File: config.mk
export PLATFORM = sky130hd
export DESIGN_NAME = axi_rd_responder
export DESIGN_NICKNAME = d
export VERILOG_FILES = /design/src/rtl/axi_pkg.sv /design/src/rtl/axi_burst_addr_gen.sv /design/src/rtl/axi_rd_responder.sv
export SDC_FILE = /design/constraint.sdc
export NUM_CORES = 1
export LEC_CHECK = 0
export BUFFER_PORTS_ARGS = -buffer_cell sky130_fd_sc_hd__buf_2
export CAP_MARGIN = 5
export CELL_PAD_IN_SITES_DETAIL_PLACEMENT = 1
export CELL_PAD_IN_SITES_GLOBAL_PLACEMENT = 1
export CORE_AREA = 2 2 137 206
export CTS_CLUSTER_DIAMETER = 100
export CTS_CLUSTER_SIZE = 28
export DETAILED_ROUTE_END_ITERATION = 10
export DIE_AREA = 0 0 139 208
export HOLD_SLACK_MARGIN = 0.12
export PLACE_DENSITY = 0.89
export SYNTH_ARGS = -nofsm -noshare
export SYNTH_HDL_FRONTEND = slang
export SYNTH_SLANG_ARGS = --single-unit
File: constraint.sdc
create_clock -name clk -period 5.8 [get_ports clk]
set_clock_uncertainty 0.05 [all_clocks]
set_input_delay 1.16 -clock clk [delete_from_list [all_inputs] [get_ports clk]]
set_output_delay 1.16 -clock clk [all_outputs]
set_load 0.1 [all_outputs]
File: src/rtl/axi_pkg.sv
// AXI4 encodings and the R-beat record shared by the read responder and the fetch master.
package axi_pkg;

  localparam logic [1:0] AXI_BURST_FIXED = 2'b00;
  localparam logic [1:0] AXI_BURST_INCR  = 2'b01;
  localparam logic [1:0] AXI_BURST_WRAP  = 2'b10;
  localparam logic [1:0] AXI_BURST_RSVD  = 2'b11;

  localparam logic [1:0] AXI_RESP_OKAY   = 2'b00;
  localparam logic [1:0] AXI_RESP_SLVERR = 2'b10;

  localparam logic [2:0] AXI_SIZE_8B     = 3'd3;

  typedef struct packed {
    logic [63:0] data;
    logic [1:0]  resp;
    logic        last;
  } r_beat_t;

  // WRAP bursts are legal only with 2, 4, 8 or 16 beats.
  function automatic logic wrap_len_ok(input logic [7:0] len);
    return (len == 8'd1) || (len == 8'd3) || (len == 8'd7) || (len == 8'd15);
  endfunction

endpackage

File: src/rtl/axi_burst_addr_gen.sv
// Next beat address for 8-byte AXI bursts; FIXED and reserved hold the address.
module axi_burst_addr_gen
  import axi_pkg::*;
#(
  parameter int ADDR_WIDTH = 64
) (
  input  logic [ADDR_WIDTH-1:0] addr,
  input  logic [7:0]            len,
  input  logic [1:0]            burst,
  output logic [ADDR_WIDTH-1:0] next_addr
);

  logic [ADDR_WIDTH-1:0] incr;
  logic [ADDR_WIDTH-1:0] mask;

  always_comb begin
    incr = addr + ADDR_WIDTH'(8);
    // (len+1)*8 - 1 equals len*8 + 7 since the low three bits of len*8 are zero
    mask = (ADDR_WIDTH'(len) << 3) | ADDR_WIDTH'(7);
    case (burst)
      AXI_BURST_INCR: next_addr = incr;
      AXI_BURST_WRAP: next_addr = (addr & ~mask) | (incr & mask);
      default:        next_addr = addr;
    endcase
  end

endmodule

File: src/rtl/axi_rd_responder.sv
// AXI4 read responder: one outstanding INCR/WRAP burst of 64-bit beats from a
// synchronous-read SRAM, with a 2-entry R buffer absorbing backpressure.
//
//   state | meaning
//   IDLE  | arready high, waiting for an AR handshake
//   BURST | issuing SRAM reads and returning beats, arready low
module axi_rd_responder
  import axi_pkg::*;
#(
  parameter int                    ID_WIDTH   = 13,
  parameter int                    ADDR_WIDTH = 64,
  parameter int                    DATA_WIDTH = 64,
  parameter logic [ADDR_WIDTH-1:0] BASE_ADDR  = '0,
  parameter int                    MEM_AW     = 16
) (
  input  logic                  clk,
  input  logic                  reset,
  input  logic [ID_WIDTH-1:0]   s_axi_arid,
  input  logic [ADDR_WIDTH-1:0] s_axi_araddr,
  input  logic [7:0]            s_axi_arlen,
  input  logic [2:0]            s_axi_arsize,
  input  logic [1:0]            s_axi_arburst,
  input  logic                  s_axi_arvalid,
  output logic                  s_axi_arready,
  output logic [ID_WIDTH-1:0]   s_axi_rid,
  output logic [DATA_WIDTH-1:0] s_axi_rdata,
  output logic [1:0]            s_axi_rresp,
  output logic                  s_axi_rlast,
  output logic                  s_axi_rvalid,
  input  logic                  s_axi_rready,
  output logic                  mem_en,
  output logic [MEM_AW-1:0]     mem_addr,
  input  logic [DATA_WIDTH-1:0] mem_rdata
);

  typedef enum logic {IDLE, BURST} state_t;
  typedef logic [ADDR_WIDTH:0] ext_t;

  localparam ext_t MEM_LIMIT = ext_t'(BASE_ADDR) + (ext_t'(1) << (MEM_AW + 3));

  state_t                state;
  logic                  arready_q;
  logic [ID_WIDTH-1:0]   id_q;
  logic [ADDR_WIDTH-1:0] addr_q;
  logic [7:0]            len_q;
  logic [1:0]            burst_q;
  logic                  err_q;
  logic [8:0]            issue_cnt;
  logic                  pend;
  logic                  pend_last;
  logic                  pend_err;
  r_beat_t               fifo [2];
  logic                  rd_ptr;
  logic                  wr_ptr;
  logic [1:0]            count;

  logic                  ar_hs;
  logic                  ar_err;
  logic [ADDR_WIDTH-1:0] ar_start;
  logic [ADDR_WIDTH-1:0] ar_mask;
  logic [ADDR_WIDTH-1:0] ar_low;
  ext_t                  ar_high;
  logic                  issue;
  logic [ADDR_WIDTH-1:0] next_addr;
  r_beat_t               src;
  r_beat_t               out;
  logic                  rvalid;
  logic                  pop;
  logic                  fifo_pop;
  logic                  push;
  logic                  last_hs;

  axi_burst_addr_gen #(.ADDR_WIDTH(ADDR_WIDTH)) u_addr_gen (
    .addr      (addr_q),
    .len       (len_q),
    .burst     (burst_q),
    .next_addr (next_addr)
  );

  // The whole burst footprint is checked up front so an error burst never touches the SRAM.
  always_comb begin
    ar_hs    = s_axi_arvalid & arready_q;
    ar_start = s_axi_araddr & ~ADDR_WIDTH'(7);
    ar_mask  = (ADDR_WIDTH'(s_axi_arlen) << 3) | ADDR_WIDTH'(7);
    ar_low   = (s_axi_arburst == AXI_BURST_WRAP) ? (ar_start & ~ar_mask) : ar_start;
    ar_high  = ext_t'(ar_low) + ext_t'({s_axi_arlen, 3'b000});
    ar_err   = (s_axi_arsize != AXI_SIZE_8B)
             | (s_axi_arburst == AXI_BURST_FIXED)
             | (s_axi_arburst == AXI_BURST_RSVD)
             | ((s_axi_arburst == AXI_BURST_WRAP) & ~wrap_len_ok(s_axi_arlen))
             | (ext_t'(ar_low) < ext_t'(BASE_ADDR))
             | (ar_high >= MEM_LIMIT);
  end

  // Error bursts still run the issue pipeline so beat pacing is identical, but mem_en stays low.
  always_comb begin
    issue    = (state == BURST) & (issue_cnt <= {1'b0, len_q}) & ((count + {1'b0, pend}) < 2'd2);
    mem_en   = issue & ~err_q;
    mem_addr = mem_en ? MEM_AW'((addr_q - BASE_ADDR) >> 3) : '0;
  end

  // An empty buffer passes the returning SRAM word straight through to R.
  always_comb begin
    src.data = pend_err ? '0 : 64'(mem_rdata);
    src.resp = pend_err ? AXI_RESP_SLVERR : AXI_RESP_OKAY;
    src.last = pend_last;
    if (count != 2'd0) out = fifo[rd_ptr];
    else if (pend)     out = src;
    else               out = '0;
    rvalid   = (count != 2'd0) | pend;
    pop      = rvalid & s_axi_rready;
    fifo_pop = pop & (count != 2'd0);
    push     = pend & ~((count == 2'd0) & s_axi_rready);
    last_hs  = pop & out.last;
  end

  always_ff @(posedge clk) begin
    if (reset) begin
      state     <= IDLE;
      arready_q <= 1'b0;
      id_q      <= '0;
      addr_q    <= '0;
      len_q     <= '0;
      burst_q   <= '0;
      err_q     <= 1'b0;
      issue_cnt <= '0;
      pend      <= 1'b0;
      pend_last <= 1'b0;
      pend_err  <= 1'b0;
      rd_ptr    <= 1'b0;
      wr_ptr    <= 1'b0;
      count     <= '0;
      for (int i = 0; i < 2; i++) fifo[i] <= '0;
    end else begin
      pend      <= issue;
      pend_last <= issue & (issue_cnt == {1'b0, len_q});
      pend_err  <= err_q;
      if (issue) begin
        addr_q    <= next_addr;
        issue_cnt <= issue_cnt + 9'd1;
      end
      if (push) begin
        fifo[wr_ptr] <= src;
        wr_ptr       <= ~wr_ptr;
      end
      if (fifo_pop) rd_ptr <= ~rd_ptr;
      case ({push, fifo_pop})
        2'b10:   count <= count + 2'd1;
        2'b01:   count <= count - 2'd1;
        default: count <= count;
      endcase
      case (state)
        IDLE: begin
          if (ar_hs) begin
            state     <= BURST;
            arready_q <= 1'b0;
            id_q      <= s_axi_arid;
            addr_q    <= ar_start;
            len_q     <= s_axi_arlen;
            burst_q   <= s_axi_arburst;
            err_q     <= ar_err;
            issue_cnt <= '0;
          end else begin
            arready_q <= 1'b1;
          end
        end
        BURST: begin
          if (last_hs) begin
            state     <= IDLE;
            arready_q <= 1'b1;
          end
        end
        default: state <= IDLE;
      endcase
    end
  end

  assign s_axi_arready = arready_q;
  assign s_axi_rid     = id_q;
  assign s_axi_rdata   = DATA_WIDTH'(out.data);
  assign s_axi_rresp   = out.resp;
  assign s_axi_rlast   = out.last;
  assign s_axi_rvalid  = rvalid;

endmodule

==> flow_summary_export.csv <==
group,metric,value,unit
drt,drt-pass1-iter-count,5,
synthesis,synth.net_count,1347,
outcome,status,"finished, final reports clean",
grt,antenna_found_initial,6,
drt,drt-met1-wl,13500,um
power,p_leak,0.00511,uW
synthesis,syn_inst,1166,
floorplan,fp.dieArea,28900,um^2
synthesis,yosysWarnings,0,
drt,wl_per_cell,20.6,um
cts,path_clk_slew,0.07,ns
placement,dpl.hpwl,26700,um
power,power_density,274,nW/um^2
timing,rsz0062_at_grt,"no",
cts,numCtsBuffers,17,
synthesis,synth-edff-count,132,
cts,cts_root_buf,"clkbuf_16",
critical_path,slowest_stage,"buf_2",
floorplan,die-width,139,um
drt,vias,10003,
placement,dpl_cell_area,12600,um^2
synthesis,yosysTopAreaCell,"edfxtp_1",
cells_and_area,drive_gt1_frac,0.238,
cts,clock_path_buffers,2,
cts,cts_max_level,4,
cts,clkSinkCount,191,
synthesis,yosysSeqAreaShare,0.468,
cts,post-cts-setup-buffers,0,
cells_and_area,syn_to_final_growth,19.7,%
synthesis,synth_seq_cells,191,
critical_path,worstPathArrival,3.67,ns
floorplan,rows,74,
synthesis,synthFlopType,"edfxtp_1",
grt,grt_pass1_wl,56700,um
drt,dr_wl_met2,19400,um
synthesis,synth_cell_types,78,
critical_path,cp_common_cell,"buf_4",
drt,wl_met3,1920,um
timing,slew_violations,0,
cells_and_area,nets,1571,
placement,port_buffers,252,
synthesis,synthDominantCellAreaShare,0.360,
synthesis,syn_area_per_cell,9.44,um^2
critical_path,worst_setup_path_end_kind,"output pin",
grt,grt-ovfl-total,0,
grt,grt_max_degree,67,
placement,gp_congestion,0.951,
critical_path,cp.buffers_inverters,4,
job,drv_cap,0,
critical_path,critPathMaxStageDelay,0.44,ns
grt,grt_usage,0.247,
timing,period_share,0.841,
grt,grt_pass1_vias,10486,
drt,ant_nets,0,
floorplan,die_y,208,um
synthesis,synth_area_leaders,"edfxtp_1 36%, dfxtp_1 11%, and2_1 8.6%, mux2i_1 6.3%, nand2_1 5.6%",
floorplan,core_area,27000,um^2
drt,first_iter_violations,630,
drt,routed.top_layer,"met5",
critical_path,path_cells,"inv_1 -> ha_1 -> nor2b_1 -> o21ai_0 -> a21oi_1 -> o31a_1 -> o31ai_1 -> buf_4 -> nand3_1 -> nor2_1 -> buf_4 -> and2_1 -> buf_2",
timing,finalSetupTns,0,ns
floorplan,initial_core_util,0.407,
cts,clk_latency,0.44,ns
critical_path,cp_top_family,"buffers and inverters",
drt,drc,0,
timing,relSlewSlack,0.358,
timing,fmax,205,MHz
cts,postCtsResizedCells,0,
drt,via_per_inst,5.72,
cells_and_area,postLayoutCellArea,13200,um^2
timing,hold_violations,0,
synthesis,async_reset_ff_frac,0,
critical_path,crit_fanout,16,
timing,min_period,4.88,ns
critical_path,startpoint_type,"flop",
timing,setup_viol,0,
drt,drt-total-wl,36100,um
power,vdd_ir_drop_max,218,uV
synthesis,synth_area,11000,um^2
min_path,hp-class,"flop to flop",
critical_path,criticalPathCategory,"flop to output pin",
cts,hold_buffers,0,
critical_path,worstPathRequired,4.59,ns
cts,cts_tree,"done",
timing,worstMarginPinSlew,0.963,ns
floorplan,pin_count,257,
power by group:
| part | total [uW] | internal, uW | switching [uW] |
|---|---|---|---|
| logic | 887 | 199 | 688 |
| registers | 1580 | 1520 | 61.4 |
| clock network | 1150 | 638 | 508 |
| total | 3610 | 2360 | 1260 |
cell usage in the layout (no fill, tap or decap), drive strengths merged, types with 5 or more instances in the layout:
cell type	count
a21boi	8
nand4	23
nand2	165
or2	10
buf	266
nor3	34
a21o	9
o21bai	5
o211ai	6
clkinv	5
nor4	13
xnor2	14
edfxtp	132
inv	31
dfxtp	59
nor2b	10
nand3	35
and3	8
mux2i	69
o31ai	8
a21oi	57
o21ai	86
and2	151
ha	22
xor2	14
o22ai	7
clkbuf	24
a211oi	6
a31oi	7
or3	10
nor2	56
cells in the mapped netlist, drive strengths merged, types with 3 or more instances:
| master | instances |
|---|---|
| o2111ai | 3 |
| xor2 | 14 |
| or4 | 3 |
| xnor2 | 14 |
| o31ai | 8 |
| a21oi | 57 |
| a21boi | 8 |
| a31oi | 7 |
| nand4 | 23 |
| o211ai | 6 |
| and2 | 151 |
| dfxtp | 59 |
| ha | 22 |
| a211oi | 6 |
| inv | 30 |
| nor4 | 13 |
| or3 | 10 |
| nand3 | 35 |
| buf | 12 |
| mux2i | 69 |
| o21ai | 86 |
| o31a | 3 |
| nor3 | 34 |
| nor4bb | 3 |
| or2 | 10 |
| nor2b | 10 |
| a311oi | 3 |
| a21o | 9 |
| clkbuf | 49 |
| o21bai | 5 |
| and3 | 8 |
| o22ai | 7 |
| nor2 | 56 |
| a211o | 3 |
| nand2 | 165 |
| edfxtp | 132 |
cell families (layout without fill, tap and decap cells):
family                     Yosys count  after routing  share of synthesized area
muxes                               70             70                     0.0638
xor gates and xnor gates            28             28                     0.0223
AOI/OAI and AO/OA                  226            226                      0.126
adders and majority gates           23             23                     0.0268
other                                1              5                   0.000341
buffers and inverters               91            328                     0.0328
and+or+nand+nor                    536            536                      0.261
DFF                                191            191                      0.468
worst min-delay path, stage by stage (launching register included):
cell     delay (ns)
dfxtp_1        0.31
nand2_1        0.05
a21oi_1        0.05
stage by stage:
| step | hold WS (ns) | util | std cells | total power (uW) | worst slack (ns) |
|---|---|---|---|---|---|
| 3_5_place_dp | 0.396 | 0.466 | 1713 | 2490 | 0.873 |
| 2_1_floorplan | 0.400 | - | 1166 | 2240 | 0.632 |
| 4_1_cts | 0.405 | 0.487 | 1745 | 3640 | 0.860 |
| 5_1_grt | 0.433 | 0.487 | 1747 | 3740 | 0.732 |
| 6_report | 0.405 | 0.487 | 1749 | 3610 | 0.924 |
| 3_3_place_gp | 0.389 | 0.466 | 1713 | 2470 | 0.958 |
layout make-up:
cell class / count / area, um^2
timing repair buffer: 266 / 1370
clock inverter: 8 / 78.8
tap: 342 / 428
inverter: 30 / 113
fill: 3166 / 13900
sequential: 191 / 5150
antenna: 4 / 10.0
multi-input combinational: 884 / 5540
clock buffer: 24 / 492
routing by layer:
layer / GRT usage / vias up
li1: - / 4618
met1: 0.268 / 4958
met2: 0.468 / 350
met3: 0.0446 / 73
met4: 0.0989 / 4
met5: 0 / -
path summary, 6_finish.rpt:
| path | start | endpoint | slack, ns | depth (start not counted) |
|---|---|---|---|---|
| setup / recovery | len_q[1] | mem_addr[8] | 0.92 | 13 |
| hold / removal | s_axi_rid[2] | s_axi_rid[2] | 0.40 | 2 |
| setup reg to reg | len_q[1] | addr_q[5] | 2.28 | 11 |
| hold reg to reg | s_axi_rid[2] | s_axi_rid[2] | 0.40 | 2 |
sequential cells by signal, indices dropped and copies added (netlist names), 2 cells and up, named ones only:
name	cells
addr_q	16
burst_q	2
count	2
fifo	132
issue_cnt	9
len_q	8
s_axi_rid	13
Note: power is estimated with default switching activity, not from simulation.
